===== src/rtl/regfile_wb_arbiter.sv =====
// regfile_wb_arbiter: shares the register file write port between the
// load unit (source 0) and the ALU (source 1).
//
// Ports
//   clk, rst        clock (rising edge), async active-high reset
//   req_valid[1:0]  per-source request valid (0 = load, 1 = ALU)
//   req_dest0/1     per-source destination register
//   req_data0/1     per-source write data
//   req_ready[1:0]  per-source grant, one-hot or zero, combinational
//   RegWrite        registered register file write enable
//   rg_wrt_dest     registered register file write address
//   rg_wrt_data     registered register file write data
//   starve_cnt      consecutive contested losses of source 1 (debug)
//
// Build option
//   WB_RR_EN  defined: contested cycles alternate (round-robin).
//             undefined: source 0 has fixed priority; only the
//             STARVE_LIMIT override lets source 1 win contention.
module regfile_wb_arbiter #(
  parameter int DATA_WIDTH    = 32,
  parameter int ADDRESS_WIDTH = 5,
  parameter int STARVE_LIMIT  = 4
) (
  input  logic                     clk,
  input  logic                     rst,
  input  logic [1:0]               req_valid,
  input  logic [ADDRESS_WIDTH-1:0] req_dest0,
  input  logic [DATA_WIDTH-1:0]    req_data0,
  input  logic [ADDRESS_WIDTH-1:0] req_dest1,
  input  logic [DATA_WIDTH-1:0]    req_data1,
  output logic [1:0]               req_ready,
  output logic                     RegWrite,
  output logic [ADDRESS_WIDTH-1:0] rg_wrt_dest,
  output logic [DATA_WIDTH-1:0]    rg_wrt_data,
  output logic [3:0]               starve_cnt
);

  localparam logic [3:0] LIMIT = 4'(STARVE_LIMIT);

  logic                     last_grant;
  logic [1:0]               grant;
  logic                     force1;
  logic                     pick1;
  logic                     xfer;
  logic [ADDRESS_WIDTH-1:0] sel_dest;
  logic [DATA_WIDTH-1:0]    sel_data;
  logic [3:0]               starve_nxt;

  // Source 1 is forced through once it has lost LIMIT times in a row.
  assign force1 = (starve_cnt == LIMIT);

`ifdef WB_RR_EN
  // Contested: grant the source opposite to the previous winner.
  assign pick1 = force1 | ~last_grant;
`else
  assign pick1 = force1;
`endif

  // Grant is suppressed while reset is held, even though the
  // registers are already cleared, so no requester sees a transfer.
  always_comb begin
    grant = 2'b00;
    if (!rst) begin
      unique case (req_valid)
        2'b01:   grant = 2'b01;
        2'b10:   grant = 2'b10;
        2'b11:   grant = pick1 ? 2'b10 : 2'b01;
        default: grant = 2'b00;
      endcase
    end
  end

  assign req_ready = grant;
  assign xfer      = |grant;

  always_comb begin
    sel_dest = req_dest0;
    sel_data = req_data0;
    if (grant[1]) begin
      sel_dest = req_dest1;
      sel_data = req_data1;
    end
  end

  // Losses only count while source 1 keeps asking and source 0 wins.
  always_comb begin
    starve_nxt = starve_cnt;
    if (grant[1] || !req_valid[1]) begin
      starve_nxt = 4'd0;
    end else if (req_valid == 2'b11 && grant[0]) begin
      if (starve_cnt != LIMIT) begin
        starve_nxt = starve_cnt + 4'd1;
      end
    end
  end

  // x0 writes are accepted and retired without asserting RegWrite.
  always_ff @(posedge clk or posedge rst) begin
    if (rst) begin
      RegWrite    <= 1'b0;
      rg_wrt_dest <= '0;
      rg_wrt_data <= '0;
    end else begin
      RegWrite <= xfer && (sel_dest != '0);
      if (xfer) begin
        rg_wrt_dest <= sel_dest;
        rg_wrt_data <= sel_data;
      end
    end
  end

  // last_grant resets to 1 so source 0 wins the first contested
  // round-robin cycle.
  always_ff @(posedge clk or posedge rst) begin
    if (rst) begin
      starve_cnt <= 4'd0;
      last_grant <= 1'b1;
    end else begin
      starve_cnt <= starve_nxt;
      if (xfer) begin
        last_grant <= grant[1];
      end
    end
  end

endmodule

===== config.mk =====
export PLATFORM = sky130hd
export DESIGN_NAME = regfile_wb_arbiter
export DESIGN_NICKNAME = d
export VERILOG_FILES = /design/src/rtl/regfile_wb_arbiter.sv
export SDC_FILE = /design/constraint.sdc
export NUM_CORES = 1
export LEC_CHECK = 0
export CORE_UTILIZATION = 35
export CTS_BUF_LIST = sky130_fd_sc_hd__clkbuf_16
export DETAILED_ROUTE_END_ITERATION = 8
export HOLD_SLACK_MARGIN = 0.1
export PLACE_DENSITY = 0.85
export SYNTH_ARGS = -nofsm -noshare
export SYNTH_HDL_FRONTEND = slang
export SYNTH_SLANG_ARGS = --single-unit

===== constraint.sdc =====
create_clock -name clk -period 2.4 [get_ports clk]
set_input_delay 0.48 -clock clk [delete_from_list [all_inputs] [get_ports clk]]
set_output_delay 0.48 -clock clk [all_outputs]
set_load 0.1 [all_outputs]

==> reports/metrics.cfg, run 1 <==
[run_status]
status=complete, no violations

[yosys]
yosysUniqueCellTypes=28
syn_inst=213
synth_warnings=0
synth_top_family_by_area=compound AO/OA/AOI/OAI gates
async_flop_share_pct=100
synth_top_cell_by_area=dfrtp_1
avgSynthCellArea_um2=10.5
synth_fa_ha_area_share_pct=1.12
seq_area_frac_synth_pct=47.0
synth-simple-area-share_pct=4.58
synthMuxAreaShare_pct=0.503
synth-edff-count=0
syn_area_um2=2240
synth_compound_area_share_pct=34.2
yosysTopAreaCellShare_pct=47.0
synthTopCellsByArea=dfrtp_1 (47%), a221o_1 (17%), a2111oi_0 (14%)
syn_nets=293
synth_xor_area_share_pct=0
synth_top_flop_cell=dfrtp_1
ys_ff_latch=42

[detailed_routing]
viasPerCell=5.66
first_iter_violations=172
ant_nets=0
routed_wl_um=7080
wl_per_cell_um=17.4
drt_first_pass_iters=6
num_vias=2299
drc_errors=0

[layout]
final_core_util_pct=60.0
drive_above_1_share_pct=23.9
fillers=511
final_nets=410
area_growth_pct=62.4
final_cells=406
diodes=0

[place]
portBuffers=121
placedCellCount=397
hpwlAfterDp_um=5080
post-place-ws_ns=0.274
routabilityCongestion=0.772

[floorplan]
die-area_um2=6720
start_util_pct=36.9
core_um2=6060
fp.dieW_um=82.0
fp-row-count=28
ios=122
fp.dieH_um=82.0

[pwr]
p_leak_nw=1.63
pwr-share-comb_pct=41.5
power.total_mw=2.71
powerDensity_nw_per_um2=744
switching_share_pct=41.2
ir_drop_mv=0.518
p_sw_mw=1.11
seq_power_share_pct=31.4
p_int_mw=1.59
clkPwrFrac_pct=27.1

[critical_path]
path_class=register to output pin
cp_data_arrival_time_ns=1.84
reg2reg_slack_ns=0.43
critical_path.cell_chain=inv_2, ha_2, and3b_2, buf_6, a211oi_4, buf_12
worstSetupEndpointType=output pin
crit_required_ns=1.92
setup.worst_path.start_class=register
crit_slowest_cell=dfrtp_4
crit_path_max_fanout=16
critical_path.max_stage_delay_ns=0.45

[timing]
tightest_slew_ns=0.552
fin_skew_ns=0.00491
slew_headroom_pct=63.2
period_share_pct=96.5
fin_crit_ns=2.32
setup_ws_ns=0.0838
slew_violations=0
fmax_mhz=432
setup_violations=0
rsz0062_at_grt=no
hold_viol=0

[clocking]
clock-sinks=42
clock_latency_ns=0.27
cts_tree=yes
htree_levels=2
cts_max_path_buffers=2
cts-root-buf=clkbuf_16
cts_buffers=5
cts.clk_slew.worst_paths_ns=0.06

[grt]
gr-total-overflow=0
first_global_vias=2313
grt_max_degree=45
grtUsageTotal_pct=22.0
antenna_found_initial=0
grt_pass1_wl_um=11200

[worst_hold_path]
hold_path.class=register to register

[job]
drv_cap=0

==> stage by stage <==
step | TNS [ns] | area, um2 | hold slack (ns)
2_1_floorplan | -0.280 | 2270 | 0.627
3_3_place_gp | 0 | 3460 | 0.498
3_5_place_dp | 0 | 3460 | 0.502
4_1_cts | 0 | 3620 | 0.516
5_1_grt | 0 | 3640 | 0.529
6_report | 0 | 3640 | 0.511
==> path summary, 6_finish.rpt <==
kind	start	endpoint	cells after the start
hold / removal	rg_wrt_data[17]	rg_wrt_data[17]	1
setup / recovery	starve_cnt[1]	req_ready[0]	6
hold reg to reg	rg_wrt_data[17]	rg_wrt_data[17]	1
min in group asynchronous	rst	rg_wrt_data[6]	3
setup reg to reg	starve_cnt[1]	RegWrite	6
max in group asynchronous	rst	starve_cnt[0]	3
==> cells in the final DEF, fill, tap and decap left out, types with 3 or more instances in the layout <==
cell / instances
a2111oi_0: 37
a21boi_0: 3
a221o_1: 37
buf_4: 56
clkbuf_16: 5
clkdlybuf4s50_1: 76
dfrtp_1: 38
inv_1: 39
inv_2: 3
nand2_1: 5
==> flip-flops by register name, summed over array words and instances, names as in the netlist <==
name,cells
rg_wrt_dest,5
RegWrite,1
starve_cnt,4
rg_wrt_data,32
==> critical path: cells and delay by family, from the launching register on <==
family / cells / cell delay, ns
AOI/OAI and AO/OA: 1 / 0.28
adders and majority gates: 1 / 0.17
and+or+nand+nor: 1 / 0.24
buffers and inverters: 3 / 0.41
DFF: 1 / 0.45
==> per-layer routing <==
layer | vias up | GRT usage, % | share of wire [%]
li1 | 1072 | - | -
met5 | - | 0 | 0
met2 | 114 | 38.5 | 53
met4 | 0 | 7.72 | 1.8
met1 | 1099 | 26.5 | 39
met3 | 14 | 4.56 | 6.5
==> cell families (layout without fill, tap and decap cells) <==
group | count (synthesis) | after routing
adders and majority gates | 2 | 2
buffers and inverters | 67 | 185
muxes | 1 | 1
AOI/OAI and AO/OA | 84 | 84
DFF | 42 | 42
and+or+nand+nor | 17 | 17
==> power by group through the flow <==
stage	combinational (mW)	sequential, mW	clock [mW]
2_1_floorplan	0.175	1.47	0
3_3_place_gp	1.11	0.860	0
3_5_place_dp	1.13	0.859	0
4_1_cts	1.13	0.851	0.749
5_1_grt	1.17	0.858	0.784
6_report	1.12	0.849	0.732
==> synth_stat cells (2+ instances only) <==
cell / instances
nand4b_1: 2
a21boi_0: 3
buf_6: 3
dfrtp_1: 42
nand4_1: 2
nor4_1: 2
clkbuf_1: 17
ha_1: 2
buf_2: 5
a221o_1: 37
a21oi_1: 2
nand2_1: 5
inv_1: 40
a2111oi_0: 37
==> cell type report <==
| cell class | instances | area [um2] | share of cell area, % |
|---|---|---|---|
| clock inverter | 3 | 37.5 | 1.03 |
| tap | 75 | 93.8 | 2.58 |
| multi-input combinational | 104 | 923 | 25.4 |
| clock buffer | 5 | 125 | 3.44 |
| inverter | 41 | 158 | 4.34 |
| timing repair buffer | 136 | 1240 | 34.0 |
| sequential | 42 | 1060 | 29.2 |
==> repair_timing <==
item                       in CTS  in global routing
setup endpoints to repair       0                  1
resized for setup               0                  1
hold buffers                    0                  0
setup buffers                   0                  1
No activity file was read; power rests on OpenSTA's default activity.
==> run 2: changes to the inputs <==
Settings changed: GPL_TIMING_DRIVEN from default to 0, SLEW_MARGIN from default to 15.
==> run 2 against run 1 <==
Net effect:
- die area did not move
- via count grew 4.2%
- register-to-register slack got worse by 0.04 ns
- combinational power rose by 4%
- non-clock buffer count is 10 higher
- maximum frequency decreased by 1.1%
- global-route usage grew 0.75 points
- final cell count up 3.0%
- wire length grew 5.6%
- critical path depth fell by 5
- utilization rose by 1.7 points
- first-iteration DRC count is 35% lower
==> reports/metrics.cfg, run 2 (synthesis gave the netlist of run 1 again) <==
[pwr]
p_sw_mw=1.15
clkPwrFrac_pct=24.6
p_leak_nw=1.55
ir_drop_mv=0.410
seq_power_share_pct=31.9
powerDensity_nw_per_um2=711
p_int_mw=1.51
power.total_mw=2.66
pwr-share-comb_pct=43.5
switching_share_pct=43.1

[place]
routabilityCongestion=0.805
post-place-ws_ns=-1.28
hpwlAfterDp_um=5310
place_area_um2=3560
portBuffers=119

[detailed_routing]
first_iter_violations=111
routed_wl_um=7480
viasPerCell=5.73
wl_per_cell_um=17.9
drt_first_pass_iters=4
num_vias=2395
ant_nets=0
drc_errors=0

[critical_path]
cp_top_family=buffers and inverters
worst-path-buf-inv=1
crit_path_max_fanout=6
path_class=register to output pin
crit_required_ns=1.92
worstSetupEndpointType=output pin
critical_path.max_stage_delay_ns=1.14
setup.worst_path.start_class=register
crit_slowest_cell=clkdlybuf4s50_1
cp_data_arrival_time_ns=1.86
critical_path.cell_chain=clkdlybuf4s50_1

[layout]
largest_register=rg_wrt_data
drive_above_1_share_pct=9.91
final_nets=422
final_core_util_pct=61.7
reg_top3=rg_wrt_data: 32 flops, rg_wrt_dest: 5 flops, starve_cnt: 4 flops
largest_register_ff_count=32
diodes=0
fin_area_um2=3740
layout_commonest_cell=clkdlybuf4s50_1
final_cell_mix=clkdlybuf4s50_1 (116), dfrtp_1 (38), inv_1 (37), a2111oi_0 (37), a221o_1 (37)
area_growth_pct=67.1

[clocking]
cts_tree=yes
clock-sinks=42
cts_max_path_buffers=2
clock_latency_ns=0.28
htree_levels=2
postCtsHoldBufs=0
cts.clk_slew.worst_paths_ns=0.06
cts_buffers=5
cts-root-buf=clkbuf_16

[grt]
first_global_vias=2395
grt_max_degree=23
antenna_found_initial=0
grt_pass1_wl_um=11600
gr-total-overflow=0
grtUsageTotal_pct=22.8

[floorplan]
die-area_um2=6720
fp-row-count=28
core_um2=6060
fp.dieW_um=82.0
ios=122
fp.dieH_um=82.0
start_util_pct=36.9

[run_status]
status=complete, no violations

[timing]
setup_violations=0
whs_ns=0.284
fin_crit_ns=2.34
slew_violations=0
setup_ws_ns=0.0572
period_share_pct=97.6
hold_viol=0
slew_headroom_pct=32.7
fmax_mhz=427
fin_skew_ns=0.00457
tightest_slew_ns=1.01
rsz0062_at_grt=no

[job]
drv_cap=0

[worst_hold_path]
hold_path.class=input port to asynchronous set/reset pin

==> run 2: cell type report <==
cell class	instances	area, um2
clock inverters	3	16.3
inverters	41	158
well taps	75	93.8
multi-input cells	104	920
flip-flops and latches	42	1060
fillers	506	2320
repair inverters	2	12.5
clock buffers	5	125
repair buffers	121	1220
plain buffers	25	129
==> run 2: power groups by stage <==
stage               logic, mW  clock network [mW]  registers [mW]
floorplan               0.175                   0            1.47
global placement         1.14                   0           0.855
detailed placement       1.15                   0           0.854
CTS                      1.16               0.663           0.847
global route             1.20               0.703           0.857
finish                   1.16               0.655           0.848
==> run 2: routing by layer <==
layer,GRT usage (%),share of wire (%)
met5,0,0
met4,6.14,1.6
met3,4.11,5.7
met2,39.2,50
met1,29.1,43
==> run 2: final timing paths <==
check | slack, ns | from | cells past startpoint | to
min reg2reg | 0.51 | rg_wrt_data[4] | 1 | rg_wrt_data[4]
max in group asynchronous | 1.69 | rst | 2 | rg_wrt_data[3]
min | 0.28 | rst | 2 | starve_cnt[0]
max reg2reg | 0.39 | starve_cnt[0] | 7 | rg_wrt_data[5]
max | 0.06 | starve_cnt[0] | 1 | starve_cnt[0]
min in group clk | 0.51 | rg_wrt_data[4] | 1 | rg_wrt_data[4]
==> run 2: timing repair <==
action,in CTS,in global routing
gates cloned,2,0
endpoints found under the setup margin,29,2
gates resized for setup,17,4
setup buffers,0,2
pin swaps,0,1
==> run 2: per-stage QoR <==
step	instances	setup TNS [ns]
finish	418	0
global route	418	0
CTS	417	0
detailed placement	407	-15.40
global placement	407	-14.05
floorplan	213	-0.280
==> run 3: changes to the inputs <==
Settings changed: MAX_ROUTING_LAYER from default to met4.
==> run 3 against run 2 <==
Net effect:
- combinational power hardly changed
- critical path depth unchanged
- maximum frequency about the same
- largest power group unchanged
==> reports/metrics.cfg, run 3 (synthesis gave the netlist of run 1 again) <==
[place]
post-place-ws_ns=-1.28
hpwlAfterDp_um=5310
placedCellCount=407
portBuffers=119
routabilityCongestion=0.817

[floorplan]
die-area_um2=6720
fp.dieH_um=82.0
ios=122
fp-row-count=28
core_um2=6060
fp.dieW_um=82.0
start_util_pct=36.9

[detailed_routing]
ant_nets=0
met1_length_um=3300
routed_wl_um=7450
drt_first_pass_iters=4
dr_wl_met3_um=343
highest_layer=met4
num_vias=2373
drc_errors=0
wl_met2_um=3730
viasPerCell=5.68
wl_per_cell_um=17.8
first_iter_violations=113

[run_status]
status=complete, no violations

[clocking]
cts.clk_slew.worst_paths_ns=0.06
cts_max_path_buffers=2
cts_buffers=5
htree_levels=2
clock-sinks=42
clock_latency_ns=0.28
postCtsHoldBufs=0
cts-root-buf=clkbuf_16
cts_tree=yes

[timing]
fin_crit_ns=2.34
slew_headroom_pct=32.4
whs_ns=0.282
setup_violations=0
tightest_slew_ns=1.01
period_share_pct=97.7
hold_viol=0
fin_skew_ns=0.00570
slew_violations=0
rsz0062_at_grt=no
fmax_mhz=427
setup_ws_ns=0.0556

[grt]
grtUsageTotal_pct=23.3
grt_max_degree=23
first_global_vias=2397
gr-total-overflow=0
antenna_found_initial=0
grt_pass1_wl_um=11600

[critical_path]
startpoint=starve_cnt[1]
worst-path-buf-inv=1
critical_path.cell_chain=clkdlybuf4s50_1
r2r_start=starve_cnt[1]
crit_required_ns=1.92
crit_slowest_cell=clkdlybuf4s50_1
critical_path.max_stage_delay_ns=1.14
setup.worst_path.start_class=register
crit_path_max_fanout=6
cp_data_arrival_time_ns=1.86
cp_top_family=buffers and inverters
worstSetupEndpointType=output pin
path_class=register to output pin

[job]
drv_cap=0

[pwr]
ir_drop_mv=0.409
power.total_mw=2.66
p_leak_nw=1.55
powerDensity_nw_per_um2=713

[layout]
fillers=506
reg_top3=rg_wrt_data: 32 flops, rg_wrt_dest: 5 flops, starve_cnt: 4 flops
layout_commonest_cell=clkdlybuf4s50_1
diodes=0
final_cells=418
area_growth_pct=66.9
final_core_util_pct=61.6
largest_register=rg_wrt_data
drive_above_1_share_pct=9.91
largest_register_ff_count=32
final_cell_mix=clkdlybuf4s50_1 (116), dfrtp_1 (38), inv_1 (37), a2111oi_0 (37), a221o_1 (37)
final_nets=422

[worst_hold_path]
hold_path.class=input port to asynchronous set/reset pin

-- run 3: cell types whose count changed in the layout (fill, tap and decap cells not counted) --
cell / change
buf_12: -1
buf_8: +1
-- run 3: routing by layer --
layer / vias up / global-route usage, %
met2: 100 / 39.1
li1: 1094 / -
met4: 0 / 6.67
met5: - / -
met1: 1173 / 29.3
met3: 6 / 3.00
-- run 3: where the power goes --
group,internal [mW],switching [mW]
combinational,0.340,0.817
clock,0.380,0.277
sequential,0.793,0.0546
total,1.51,1.15
-- run 3: through the flow --
step | cell area, um2 | setup TNS (ns)
2_1_floorplan | 2270 | -0.280
3_3_place_gp | 3560 | -14.05
3_5_place_dp | 3560 | -15.40
4_1_cts | 3720 | 0
5_1_grt | 3730 | 0
6_report | 3730 | 0
-- run 3: worst register-to-register path, stage by stage (launching register included) --
cell and delay, ns:
dfrtp_4 0.45, inv_2 0.04, ha_2 0.17, and3b_2 0.22, buf_4 0.14, clkbuf_1 0.19
a2111oi_0 0.55, a221o_1 0.20
-- run 3: final cells by class --
class	count	area (um2)	share of cell area (%)
Timing Repair Buffer	121	1220	32.7
Clock inverter	3	16.3	0.436
Multi-Input combinational cell	104	920	24.6
Clock buffer	5	125	3.35
Inverter	41	158	4.22
Tap cell	75	93.8	2.51
Buffer	25	129	3.45
Timing Repair inverter	2	12.5	0.335
Sequential cell	42	1060	28.4
-- run 3: final timing paths --
check / slack [ns] / end / depth (start not counted)
max: 0.06 / starve_cnt[1] / 1
max in group asynchronous: 1.70 / rg_wrt_data[3] / 2
min in group clk: 0.51 / rg_wrt_data[4] / 1
max reg2reg: 0.38 / rg_wrt_data[15] / 7
min reg2reg: 0.51 / rg_wrt_data[4] / 1
min: 0.28 / starve_cnt[0] / 2
-- run 3: repair_timing --
action,4_1_cts,5_1_grt
cloned,2,0
gates resized for setup,17,3
setup endpoints to repair,29,2
setup buffers,0,2
hold endpoints to repair,0,0
pin swaps,0,1
